File: config.mk
export PLATFORM = sky130hd
export DESIGN_NAME = time_display_scan
export DESIGN_NICKNAME = d
export VERILOG_FILES = /design/src/rtl/time_pkg.sv /design/src/rtl/bcd_to_7seg.sv /design/src/rtl/time_display_scan.sv
export SDC_FILE = /design/constraint.sdc
export NUM_CORES = 1
export LEC_CHECK = 0
export ABC_CLOCK_PERIOD_IN_PS = 4300
export CORE_ASPECT_RATIO = 1.4
export CORE_UTILIZATION = 55
export DETAILED_ROUTE_END_ITERATION = 10
export PLACE_DENSITY_LB_ADDON = 0.3
export SLEW_MARGIN = 15
export SYNTH_ARGS = -nofsm -noshare
export SYNTH_HDL_FRONTEND = slang
export SYNTH_HIERARCHICAL = 1
export SYNTH_SLANG_ARGS = --single-unit
File: constraint.sdc
create_clock -name clk -period 4.3 [get_ports clk]
set_input_delay 0.645 -clock clk [delete_from_list [all_inputs] [get_ports clk]]
set_output_delay 0.645 -clock clk [all_outputs]
set_load 0.02 [all_outputs]
File: src/rtl/time_pkg.sv
// Shared display constants: 7-segment glyphs and scan digit order.
package time_pkg;

  localparam logic [6:0] SEG_E = 7'h79;

  // Glyphs indexed by digit value, active-high {g,f,e,d,c,b,a}
  localparam logic [9:0][6:0] SEG_TAB = {
    7'h6F, 7'h7F, 7'h07, 7'h7D, 7'h6D,
    7'h66, 7'h4F, 7'h5B, 7'h06, 7'h3F
  };

  typedef enum logic [1:0] {
    DIG_SEC_U = 2'd0,
    DIG_SEC_T = 2'd1,
    DIG_MIN_U = 2'd2,
    DIG_MIN_T = 2'd3
  } dig_e;

endpackage

File: src/rtl/bcd_to_7seg.sv
// Combinational BCD to active-high 7-segment decoder; 'E' above 9.
module bcd_to_7seg
  import time_pkg::*;
(
  input  logic [3:0] val,
  output logic [6:0] seg
);

  always_comb begin
    seg = SEG_E;
    if (val <= 4'd9) seg = SEG_TAB[val];
  end

endmodule

File: src/rtl/time_display_scan.sv
// Frame-latched 4-digit multiplexed 7-segment scanner with guard time,
// leading-zero blanking and blinking colon.
module time_display_scan
  import time_pkg::*;
#(
  parameter int SLOT_CYCLES    = 12500,
  parameter int GUARD_CYCLES   = 16,
  parameter int SEG_ACTIVE_LOW = 1,
  parameter int AN_ACTIVE_LOW  = 1,
  parameter int BLANK_LEAD     = 1
) (
  input  logic       clk,
  input  logic       clr,
  input  logic       en,
  input  logic [3:0] sec_u,
  input  logic [2:0] sec_t,
  input  logic [3:0] min_u,
  input  logic [2:0] min_t,
  input  logic       blink,
  output logic [3:0] an,
  output logic [6:0] seg,
  output logic       dp
);

  localparam int CW = $clog2(SLOT_CYCLES);
  localparam logic [CW-1:0] LAST = CW'(SLOT_CYCLES - 1);
  localparam logic [CW-1:0] GRD  = CW'(GUARD_CYCLES);
  localparam logic SEG_INV = (SEG_ACTIVE_LOW != 0);
  localparam logic AN_INV  = (AN_ACTIVE_LOW != 0);

  logic [CW-1:0] cnt;
  dig_e          idx;
  logic          pend;
  logic [3:0]    sh_su;
  logic [2:0]    sh_st;
  logic [3:0]    sh_mu;
  logic [2:0]    sh_mt;
  logic          sh_bl;

  logic [3:0] dval;
  logic       tens;
  logic [6:0] raw;
  logic [6:0] glyph;
  logic [3:0] an_act;
  logic       dp_act;
  logic       blank;
  logic       load;

  always_comb begin
    dval = sh_su;
    tens = 1'b0;
    unique case (1'b1)
      idx == DIG_SEC_U: dval = sh_su;
      idx == DIG_SEC_T: begin
        dval = {1'b0, sh_st};
        tens = 1'b1;
      end
      idx == DIG_MIN_U: dval = sh_mu;
      idx == DIG_MIN_T: begin
        dval = {1'b0, sh_mt};
        tens = 1'b1;
      end
    endcase
  end

  bcd_to_7seg u_dec (
    .val (dval),
    .seg (raw)
  );

  // Tens digits come from mod-6 counters, so 6 and 7 are errors too
  always_comb begin
    glyph = raw;
    if (tens && dval > 4'd5) glyph = SEG_E;
  end

  always_comb begin
    blank  = (BLANK_LEAD != 0) && idx == DIG_MIN_T
          && sh_mt == 3'd0;
    an_act = 4'b0000;
    if (en && cnt >= GRD && !blank)
      an_act = 4'b0001 << idx;
    dp_act = (idx == DIG_MIN_U) && sh_bl;
    load   = pend || (cnt == LAST && idx == DIG_MIN_T);
  end

  always_ff @(posedge clk) begin
    if (clr) begin
      cnt   <= '0;
      idx   <= DIG_SEC_U;
      pend  <= 1'b1;
      sh_su <= '0;
      sh_st <= '0;
      sh_mu <= '0;
      sh_mt <= '0;
      sh_bl <= 1'b0;
      an    <= {4{AN_INV}};
      seg   <= {7{SEG_INV}};
      dp    <= SEG_INV;
    end else begin
      if (cnt == LAST) begin
        cnt <= '0;
        idx <= dig_e'(idx + 2'd1);
      end else begin
        cnt <= cnt + 1'b1;
      end
      if (load) begin
        sh_su <= sec_u;
        sh_st <= sec_t;
        sh_mu <= min_u;
        sh_mt <= min_t;
        sh_bl <= blink;
      end
      pend <= 1'b0;
      an   <= an_act ^ {4{AN_INV}};
      seg  <= glyph ^ {7{SEG_INV}};
      dp   <= dp_act ^ SEG_INV;
    end
  end

endmodule

## Word level (Yosys, flattened, before mapping)

Memories as Yosys holds them, arrays and structs flattened.
Index checks and enable logic that the tools add are counted.

- Register bits: 44
- Memories: 1
- Input port bits: 18
- Bits in read-only memories: 112
- Logic and storage cells: 45
- Output and inout bits: 12

Memories:

| memory | depth | bits a word | rd ports | clocked after memory_dff | wr ports | line | source |
|---|---|---|---|---|---|---|---|
| (name not given) | 16 | 7 | 1 | 0 | 0 | bcd_to_7seg.sv:11 | `if (val <= 4'd9) seg = SEG_TAB[val];` |

- Equal/unequal tests: 4
- Muxes and demuxes: 7
- Shift-type cells: 1
- Add/subtract/negate cells: 2
- Magnitude comparators: 4
- Reductions and logical operators: 12
- Bitwise operators: 3

Operators by type and width:

| cell | count |
|---|---|
| 7-bit two-way mux | 3 |
| 4-bit one-hot mux with 4 select lines | 1 |
| 14-bit by 1-bit adder with 14-bit output (second input constant) | 1 |
| 14-bit equality test (second input constant) | 1 |
| 14-bit by 5-bit greater-or-equal comparator with 1-bit output (second input constant) | 1 |
| 7-bit inverter | 1 |
| 1-bit logical AND | 6 |
| 4-bit by 5-bit less-than comparator with 1-bit output (second input constant) | 1 |
| 2-bit equality test (second input constant) | 2 |
| 4-bit by 3-bit > comparator with 1-bit output (second input constant) | 1 |
| 4-bit <= comparator (second input constant) | 1 |
| 4-bit two-way mux | 1 |
| 4-bit inverter | 1 |
| 2-bit OR reduction | 2 |
| 1-bit by 2-bit << shifter with 4-bit output (first input constant) | 1 |
| 3-bit logical NOT | 1 |
| 2-bit by 1-bit adder with 2-bit output (second input constant) | 1 |
| 2-bit by 1-bit equality test with 1-bit output (second input constant) | 1 |
| 2-bit logical NOT | 1 |
| 1-bit two-way mux | 2 |
| 1-bit logical NOT | 1 |
| 1-bit logical OR | 1 |
| 1-bit inverter | 1 |

## Longest topological paths before layout

Gate-level depths: netlist (run 1).

- Word-level depth: 7
- Gate-level depth with buffers: 13

## Cells and area by module

Netlist (run 1), hierarchy kept.

By module, submodules not included:

| module | area each (um2) | cells an instance | seq. area each (um2) | instances |
|---|---|---|---|---|
| time_display_scan | 2,037.0 | 217 | 880.8 | 1 |
| bcd_to_7seg | 249.0 | 30 | 0.0 | 1 |

## Worst setup path before layout (run 1)

Ideal clock, no wire load.

- Kind: register to register
- Start point: reg idx[0]
- End point: reg seg[1]
- Library setup time: 120 ps
- Arrival: 2,172 ps
- Cell stages (with the launch flop): 11
- Slack: 2,008 ps
- Period minus slack after synthesis: 2,292 ps
- Data required time: 4,180 ps
- Cell sequence: dfxtp_1 > inv_1 > ha_1 > clkbuf_1 > mux2i_1 > inv_1 > ha_1 > o21a_1 > a21oi_1 > inv_1 > a211o_1

- Longest elaborated chain between the ends: 7

RTL lines:

| what | line | source |
|---|---|---|
| from (decl) | time_display_scan.sv:32 | `dig_e idx;` |
| from (signal assigned) | time_display_scan.sv:103 | `idx <= dig_e'(idx + 2'd1);` |
| 2-bit equality test (tied with other cells) | time_display_scan.sv:59 | `idx == DIG_MIN_T: begin` |
| 4-bit one-hot mux with 4 select lines (*) | time_display_scan.sv:52 | `unique case (1'b1)` |
| named net dval[0] | time_display_scan.sv:40 | `logic [3:0] dval;` |
| memory read 16 x 7 bit | n/a |  |
| 7-bit two-way mux (not written as such) | bcd_to_7seg.sv:11 |  |
| 7-bit two-way mux (*) | bcd_to_7seg.sv:11 |  |
| named net raw[1] | time_display_scan.sv:42 | `logic [6:0] raw;` |
| 7-bit two-way mux (*) | time_display_scan.sv:74 | `if (tens && dval > 4'd5) glyph = SEG_E;` |
| 7-bit inverter (no line) (*) | n/a |  |
| to (signal assigned) | time_display_scan.sv:98 | `seg <= {7{SEG_INV}};` |
| to (signal assigned) | time_display_scan.sv:116 | `seg <= glyph ^ {7{SEG_INV}};` |
| to (decl) | time_display_scan.sv:21 | `output logic [6:0] seg,` |

Mark *: on every way through the listed nets, which the timed path passes. The rest lies on a longest branch. The select of a mux whose other input is x is not followed.
A chain may end at the register's enable or synchronous reset.

## Final worst setup path (run 1)

Ends and elaborated chain as after synthesis.

==> results of run 1 <==
-- layer usage --
layer  share of wire [%]  vias to the layer above
li1                    -                      874
met1                  43                      791
met2                  52                       38
met3                 2.6                       14
met4                 2.8                        0
met5                   0                        -
-- report_power, final --
part	switching [mW]	leakage, nW	total [mW]	internal (mW)
Clock	0.141	0.0541	0.313	0.172
Combinational	0.0547	0.652	0.116	0.0609
Sequential	0.0108	0.361	0.437	0.426
-- through the flow --
stage               util [%]  instances  hold slack (ps)  power (mW)
floorplan                  -        247            383.9      0.5238
global placement       64.83        309            428.5      0.5601
detailed placement     64.83        309            426.7      0.5624
CTS                    67.65        317            439.9      0.8740
global route           67.65        317            446.0      0.9024
finish                 67.65        317            435.6      0.8653
-- path summary, 6_finish.rpt --
kind,slack [ps],depth (start not counted),to,startpoint
worst min register to register,440,1,dp$_SDFF_PP1_,sh_bl$_SDFFE_PP0P_
worst min-delay path,440,1,dp$_SDFF_PP1_,sh_bl$_SDFFE_PP0P_
worst max-delay path,1840,9,seg[1]$_SDFF_PP1_,idx[0]$_SDFFE_PP0N_
worst max register to register,1840,9,seg[1]$_SDFF_PP1_,idx[0]$_SDFFE_PP0N_
-- cell usage after synthesis, types with 2 or more instances --
| cell | instances |
|---|---|
| sky130_fd_sc_hd__a22oi_1 | 2 |
| sky130_fd_sc_hd__nand2b_1 | 32 |
| sky130_fd_sc_hd__dfxtp_1 | 44 |
| sky130_fd_sc_hd__or2_2 | 2 |
| sky130_fd_sc_hd__a21o_1 | 2 |
| sky130_fd_sc_hd__nand2_1 | 11 |
| sky130_fd_sc_hd__clkbuf_1 | 6 |
| sky130_fd_sc_hd__nor2_1 | 33 |
| sky130_fd_sc_hd__nand4_1 | 5 |
| sky130_fd_sc_hd__a22o_1 | 2 |
| sky130_fd_sc_hd__buf_6 | 4 |
| sky130_fd_sc_hd__nor4_1 | 2 |
| sky130_fd_sc_hd__o31ai_1 | 5 |
| sky130_fd_sc_hd__xor2_1 | 5 |
| sky130_fd_sc_hd__a211o_1 | 2 |
| sky130_fd_sc_hd__xnor2_1 | 8 |
| sky130_fd_sc_hd__o21bai_1 | 3 |
| sky130_fd_sc_hd__inv_1 | 15 |
| sky130_fd_sc_hd__nor4_4 | 2 |
| sky130_fd_sc_hd__nor3_1 | 2 |
| sky130_fd_sc_hd__nand4b_1 | 2 |
| sky130_fd_sc_hd__nor4b_1 | 2 |
| sky130_fd_sc_hd__ha_1 | 14 |
| sky130_fd_sc_hd__mux2i_1 | 17 |
| sky130_fd_sc_hd__nand3_1 | 4 |
| sky130_fd_sc_hd__a21oi_1 | 3 |
-- kinds of logic after synthesis --
family          after synthesis
compound gates               25
mux                          17
simple gates                108
xor+xnor                     13
buf+inv                      26
fa+ha+maj                    14
flops                        44
-- final cells by class --
cell class	instances	area, µm²	area share, %
repair buffers	30	297.8	11.14
clock buffers	5	68.82	2.574
well taps	43	53.80	2.012
multi-input cells	177	1274	47.64
inverters	15	56.30	2.106
clock inverters	3	42.54	1.591
flip-flops and latches	44	880.8	32.94
-- sequential cells by signal, indices dropped and copies added, names as in the netlist --
| register | flops |
|---|---|
| sh_su | 4 |
| dp | 1 |
| sh_st | 3 |
| idx | 2 |
| seg | 7 |
| sh_mu | 4 |
| sh_mt | 3 |
| sh_bl | 1 |
| pend | 1 |
| cnt | 14 |
| an | 4 |
-- critical path, stage by stage, from the launching register on --
cell and delay (ps):
sky130_fd_sc_hd__dfxtp_1 360, sky130_fd_sc_hd__inv_1 120, sky130_fd_sc_hd__ha_1 320, sky130_fd_sc_hd__mux2i_1 440, sky130_fd_sc_hd__inv_1 170, sky130_fd_sc_hd__ha_1 340
sky130_fd_sc_hd__o21a_1 190, sky130_fd_sc_hd__a21oi_1 100, sky130_fd_sc_hd__inv_1 50, sky130_fd_sc_hd__a211o_1 250
==> results by group, run 1 <==
Placed design
  – Post-Place Cell Area: 0.002562 mm²
  – Pre-CTS setup slack: 1899 ps
  – Half-perimeter wire length after placement: 3.067 mm
  – GP Congestion: 0.8677
  – Port buffer count: 29

Timing
  – Final total negative setup slack: 0 ps
  – Max frequency: 405.8 MHz
  – Post-layout min period: 2465 ps
  – Max-slew violations: 0
  – Worst-Margin Slew: 991.1 ps
  – Worst setup skew after layout: 10.52 ps
  – Slew margin rel.: 33.48%
  – Finish-stage setup viols: 0
  – Period utilization: 57.32%
  – Final Hold Vio Count: 0
  – Unrepaired setup endpoints after global routing: false
  – Fin worst setup slack: 1835 ps

Clock network
  – Clock Latency Late Sink: 300 ps
  – Clock tree root driver cell: sky130_fd_sc_hd__clkbuf_8
  – Number of hold buffers added after CTS: 0
  – Level count of the clock H-tree: 2
  – Clock sink count: 44
  – Max Root-Sink Buffers: 2
  – Count of buffers added by post-CTS timing repair for setup: 0
  – Number of buffers added by the clock tree synthesis step: 5
  – Clock transition time at the flip-flop clock pins of the worst setup and hold paths: 90 ps
  – CTS tree: yes
  – Post-CTS Resized: 0

Global routing
  – Wire length of the first global-routing pass: 7.238 mm
  – Met1 track demand over resource in global routing: 23.35%
  – GRT met3 Usage: 4.778%
  – Met2 track demand over resource: 36.82%
  – Number of antenna violations at the first check in global routing: 0
  – Most heavily used metal layer in global routing: met2
  – Via count of the first global-routing pass: 1686
  – Global route total overflow: 0
  – Maximum number of pins on one net before global-route repair: 31
  – All-layer global routing usage: 20.91%

Logic synthesis
  – Multiplexer share of the synthesized area: 7.444%
  – Synthesized Nets: 279
  – Area fraction in and, or, nand and nor cells after synthesis: 26.71%
  – Post-synth EDFFs: 0
  – Post-Synthesis Mean Instance Area: 9.255 µm²
  – Main combinational cell family by area after synthesis: simple AND/OR/NAND/NOR gates
  – Cells after Synth: 247
  – Cell type contributing the most total cell area after synthesis: sky130_fd_sc_hd__dfxtp_1
  – Synthesis-stage register bit count: 44
  – Compound-cell area share of the yosys netlist: 8.922%
  – Adder-Cell Fraction of Synth Area: 7.663%
  – Area contributors post-synth: sky130_fd_sc_hd__dfxtp_1, sky130_fd_sc_hd__nand2b_1, sky130_fd_sc_hd__ha_1
  – Number of warnings printed during yosys synthesis: 6
  – Share of the synthesized area in the top cell type: 38.53%
  – Share of synthesized area occupied by flip-flops and latches: 38.53%
  – Leading register cell type out of synthesis: sky130_fd_sc_hd__dfxtp_1
  – Count of unique library cells instantiated by Yosys: 44
  – Xor/xnor share of the synthesized area: 4.981%
  – Synth Cell Area: 0.002286 mm²
  – Async set-reset flop share out of synthesis: 0%

Finish
  – Design area: 0.002674 mm²
  – Area overhead of the layout relative to synthesis: 16.97%
  – Most frequent cells in the layout: sky130_fd_sc_hd__dfxtp_1, sky130_fd_sc_hd__nor2_1, sky130_fd_sc_hd__nand2b_1
  – Layout net count: 305
  – Most frequent standard cell in the layout excluding fill and tap cells: sky130_fd_sc_hd__dfxtp_1
  – Layout cells sized above 1: 6.569%
  – Count of antenna diodes in the layout: 0
  – Filler Cells Inserted: 321

Run
  – Maxcap violations: 0

Die
  – Die Span Y: 78.28 µm
  – Die ar.: 0.004422 mm²
  – Number of top-level pins: 30
  – Chip Width: 56.49 µm
  – Cell Rows: 27
  – Starting utilization of the core area: 57.83%
  – Core ar.: 0.003953 mm²

Drt
  – Antenna-violating nets left: 0
  – Iter 0 DRT Violations: 46
  – Post-Route WL: 4.205 mm
  – Number of remaining DRC errors: 0
  – Vias per inst: 5.416
  – Count of vias placed by the detailed router: 1717
  – Per-cell routed wire length: 13.26 µm
  – Total iterations of the first detailed-routing run: 4

Power
  – P_leak: 1.067 nW
  – Worst supply voltage drop on vdd: 0.2845 mV
  – Total power density per cell area: 323.6 mW/mm²

Run status
  – Outcome: completed

Critical path
  – Arrival time of data at the critical path endpoint: 2650 ps
  – Data required time of the critical path: 4490 ps
  – Critical Path Start Type: register
  – Critical Setup Path Class: register to register
  – Capturing element type of the critical path: register
  – CP Max Fanout: 7

Worst hold path
  – Path category of the worst min-delay check: register to register
Note: power is estimated with default switching activity, not from simulation.
==> run 2, diff against run 1 <==
ABC_CLOCK_PERIOD_IN_PS = 2150   (was 4300)
CORE_UTILIZATION = 49   (was 55)
clock period = 2.15 ns   (was 4.3 ns; I/O delays follow)
==> results by group, run 2 (synthesized netlist as in run 1, its figures left out) <==
Run
  – Maxcap violations: 0 (unchanged)

Timing
  – Slew margin rel.: 63.42% (+30 points)
  – Worst setup skew after layout: 10.82 ps (+0.3036 ps)
  – Fin worst setup slack: -123.3 ps (-1959 ps)
  – Max-slew violations: 0 (unchanged)
  – Final Hold Vio Count: 0 (unchanged)
  – Period utilization: 105.7% (+48 points)
  – Final total negative setup slack: -489.1 ps (-489.1 ps)
  – Unrepaired setup endpoints after global routing: true
  – Finish-stage setup viols: 6 (+6)
  – Post-layout min period: 2273 ps (-191.2 ps)
  – Worst-Margin Slew: 547.4 ps (-443.7 ps)
  – Max frequency: 439.9 MHz (+8.4%)

Critical path
  – CP Max Fanout: 4 (-3)
  – Biggest cell delay along the critical path: 470 ps (+30 ps)
  – Critical Setup Path Class: register to register
  – Data required time of the critical path: 2330 ps (-2160 ps)
  – Crit-path leading delay family: compound AO/OA/AOI/OAI gates
  – Arrival time of data at the critical path endpoint: 2460 ps (-190 ps)
  – Worst Reg2Reg Path Length in Cells: 10 (+1)
  – Capturing element type of the critical path: register
  – Worst-path cell chain: inv_4, ha_4, a222oi_1, mux2i_4, inv_4, ha_4, o21a_1, a21oi_1, inv_1, a211o_1
  – Launching point of the worst reg2reg path: idx[1]$_SDFFE_PP0N_
  – Worst path bufs/invs: 3 (unchanged)
  – Slack of the worst reg-to-reg path: -120 ps (-1960 ps)
  – Terminus of the critical flop-to-flop path: seg[1]$_SDFF_PP1_
  – CP max stage cell: sky130_fd_sc_hd__a222oi_1
  – Critical Path Start Type: register

Global routing
  – Via count of the first global-routing pass: 1704 (+1.1%)
  – Global route total overflow: 0 (unchanged)
  – Wire length of the first global-routing pass: 7.314 mm (+1.1%)
  – Number of antenna violations at the first check in global routing: 0 (unchanged)
  – Maximum number of pins on one net before global-route repair: 37 (+19%)
  – All-layer global routing usage: 18.97% (-1.9 points)

Drt
  – Number of remaining DRC errors: 0 (unchanged)
  – Antenna-violating nets left: 0 (unchanged)
  – Post-Route WL: 4.442 mm (+5.6%)
  – Vias per inst: 5.025 (-7.2%)
  – Total iterations of the first detailed-routing run: 4 (unchanged)
  – Iter 0 DRT Violations: 79 (+72%)
  – Per-cell routed wire length: 12.37 µm (-6.7%)
  – Count of vias placed by the detailed router: 1804 (+5.1%)

Worst hold path
  – Path category of the worst min-delay check: register to register
  – Worst hold start: sh_bl$_SDFFE_PP0P_
  – Sink of the worst hold path: dp$_SDFF_PP1_
  – Worst hold path depth: 1 (unchanged)

Finish
  – Count of antenna diodes in the layout: 0 (unchanged)
  – Register name with the most flops: cnt
  – Largest registers: cnt x14, seg x7
  – Filler Cells Inserted: 382 (+19%)
  – Layout cells sized above 1: 23.23% (+17 points)
  – Most frequent cells in the layout: sky130_fd_sc_hd__dfxtp_1, sky130_fd_sc_hd__nor2_1, sky130_fd_sc_hd__nand2b_1
  – Most frequent standard cell in the layout excluding fill and tap cells: sky130_fd_sc_hd__dfxtp_1
  – Area overhead of the layout relative to synthesis: 33.77%
  – Layout net count: 328 (+7.5%)
  – Max FFs per register: 14 (unchanged)

Clock network
  – Clock transition time at the flip-flop clock pins of the worst setup and hold paths: 80 ps (about the same)
  – CTS tree: yes
  – Clock sink count: 44 (unchanged)
  – Clock tree root driver cell: sky130_fd_sc_hd__clkbuf_8
  – Max Root-Sink Buffers: 2 (unchanged)
  – Clock Latency Late Sink: 300 ps (about the same)
  – Level count of the clock H-tree: 2 (unchanged)
  – Number of hold buffers added after CTS: 0 (unchanged)
  – Number of buffers added by the clock tree synthesis step: 5 (unchanged)

Placed design
  – Pre-CTS setup slack: -80.32 ps (-1979 ps)
  – Half-perimeter wire length after placement: 3.172 mm (+3.4%)
  – Port buffer count: 29 (unchanged)
  – GP Congestion: 0.8766 (+1.0%)

Die
  – Number of top-level pins: 30 (unchanged)
  – Core ar.: 0.004499 mm² (+14%)
  – Die Span Y: 82.82 µm (+5.8%)
  – Chip Width: 59.73 µm (+5.7%)
  – Starting utilization of the core area: 50.81% (-7.0 points)
  – Cell Rows: 29 (+7.4%)
  – Die ar.: 0.004946 mm² (+12%)

Run status
  – Outcome: finished with violations
  – Violations in the final reports: setup timing

Power
  – Worst supply voltage drop on vdd: 0.3428 mV (+20%)
  – P_leak: 1.206 nW (+13%)
  – Total power density per cell area: 580.2 mW/mm² (+79%)
## run 2: cell count changes in the layout (fill, tap and decap cells not counted), sizes merged
cell      delta
buf         +23
clkbuf       +1
clkinvlp     -1
## run 2: metal layers
metal	global-route usage, %	vias to the layer above	part of all wire, %
li1	-	924	-
met1	22.65	820	40
met2	31.21	49	53
met3	3.894	11	3.7
met4	9.302	0	3.1
met5	0	-	0
## run 2: worst max path at each step
| stage | end | cells after the start | slack (ps) | start |
|---|---|---|---|---|
| global route | seg[1]$_SDFF_PP1_ | 10 | -270 | idx[1]$_SDFFE_PP0N_ |
| finish | seg[1]$_SDFF_PP1_ | 10 | -120 | idx[1]$_SDFFE_PP0N_ |
| CTS | seg[4]$_SDFF_PP1_ | 8 | -30 | idx[0]$_SDFFE_PP0N_ |
| detailed placement | seg[5]$_SDFF_PP1_ | 11 | -80 | idx[1]$_SDFFE_PP0N_ |
| global placement | seg[1]$_SDFF_PP1_ | 10 | -20 | idx[1]$_SDFFE_PP0N_ |
| floorplan | seg[1]$_SDFF_PP1_ | 10 | 5 | idx[1]$_SDFFE_PP0N_ |
## run 2: report_power, final
part / internal, mW / switching, mW
clock network: 0.345 / 0.272
registers: 0.850 / 0.0202
logic: 0.157 / 0.130
total: 1.35 / 0.422
## run 2: what timing repair did
action                     CTS  global route
buffers inserted             2             0
gates resized for setup      7            32
gates cloned                 0             0
setup endpoints to repair    7            13
pin swaps                    4            19
## run 2: per-stage QoR
step                util [%]  power, mW  std cells  hold slack, ps  instance area, µm²
floorplan                  -      1.049        247           350.2                2292
global placement       61.10      1.138        349           429.1                2749
detailed placement     61.10      1.142        349           450.5                2749
CTS                    64.35      1.765        359           468.9                2895
global route           67.96      1.851        359           478.6                3058
finish                 67.96      1.774        359           459.5                3058
## run 2: area by class of cell
class	count	area (µm²)	share of cell area, %
clock buffer	6	72.57	2.373
clock inverter	2	35.03	1.146
inverter	15	61.31	2.005
multi-input combinational	177	1445	47.26
sequential	44	888.4	29.05
tap	62	77.57	2.537
timing repair buffer	53	478.0	15.63
==> run 3, diff against run 2 <==
SLEW_MARGIN = 10   (was 15)
==> results of run 3 <==
Final layout, timing and power as in run 2 (identical DEF).
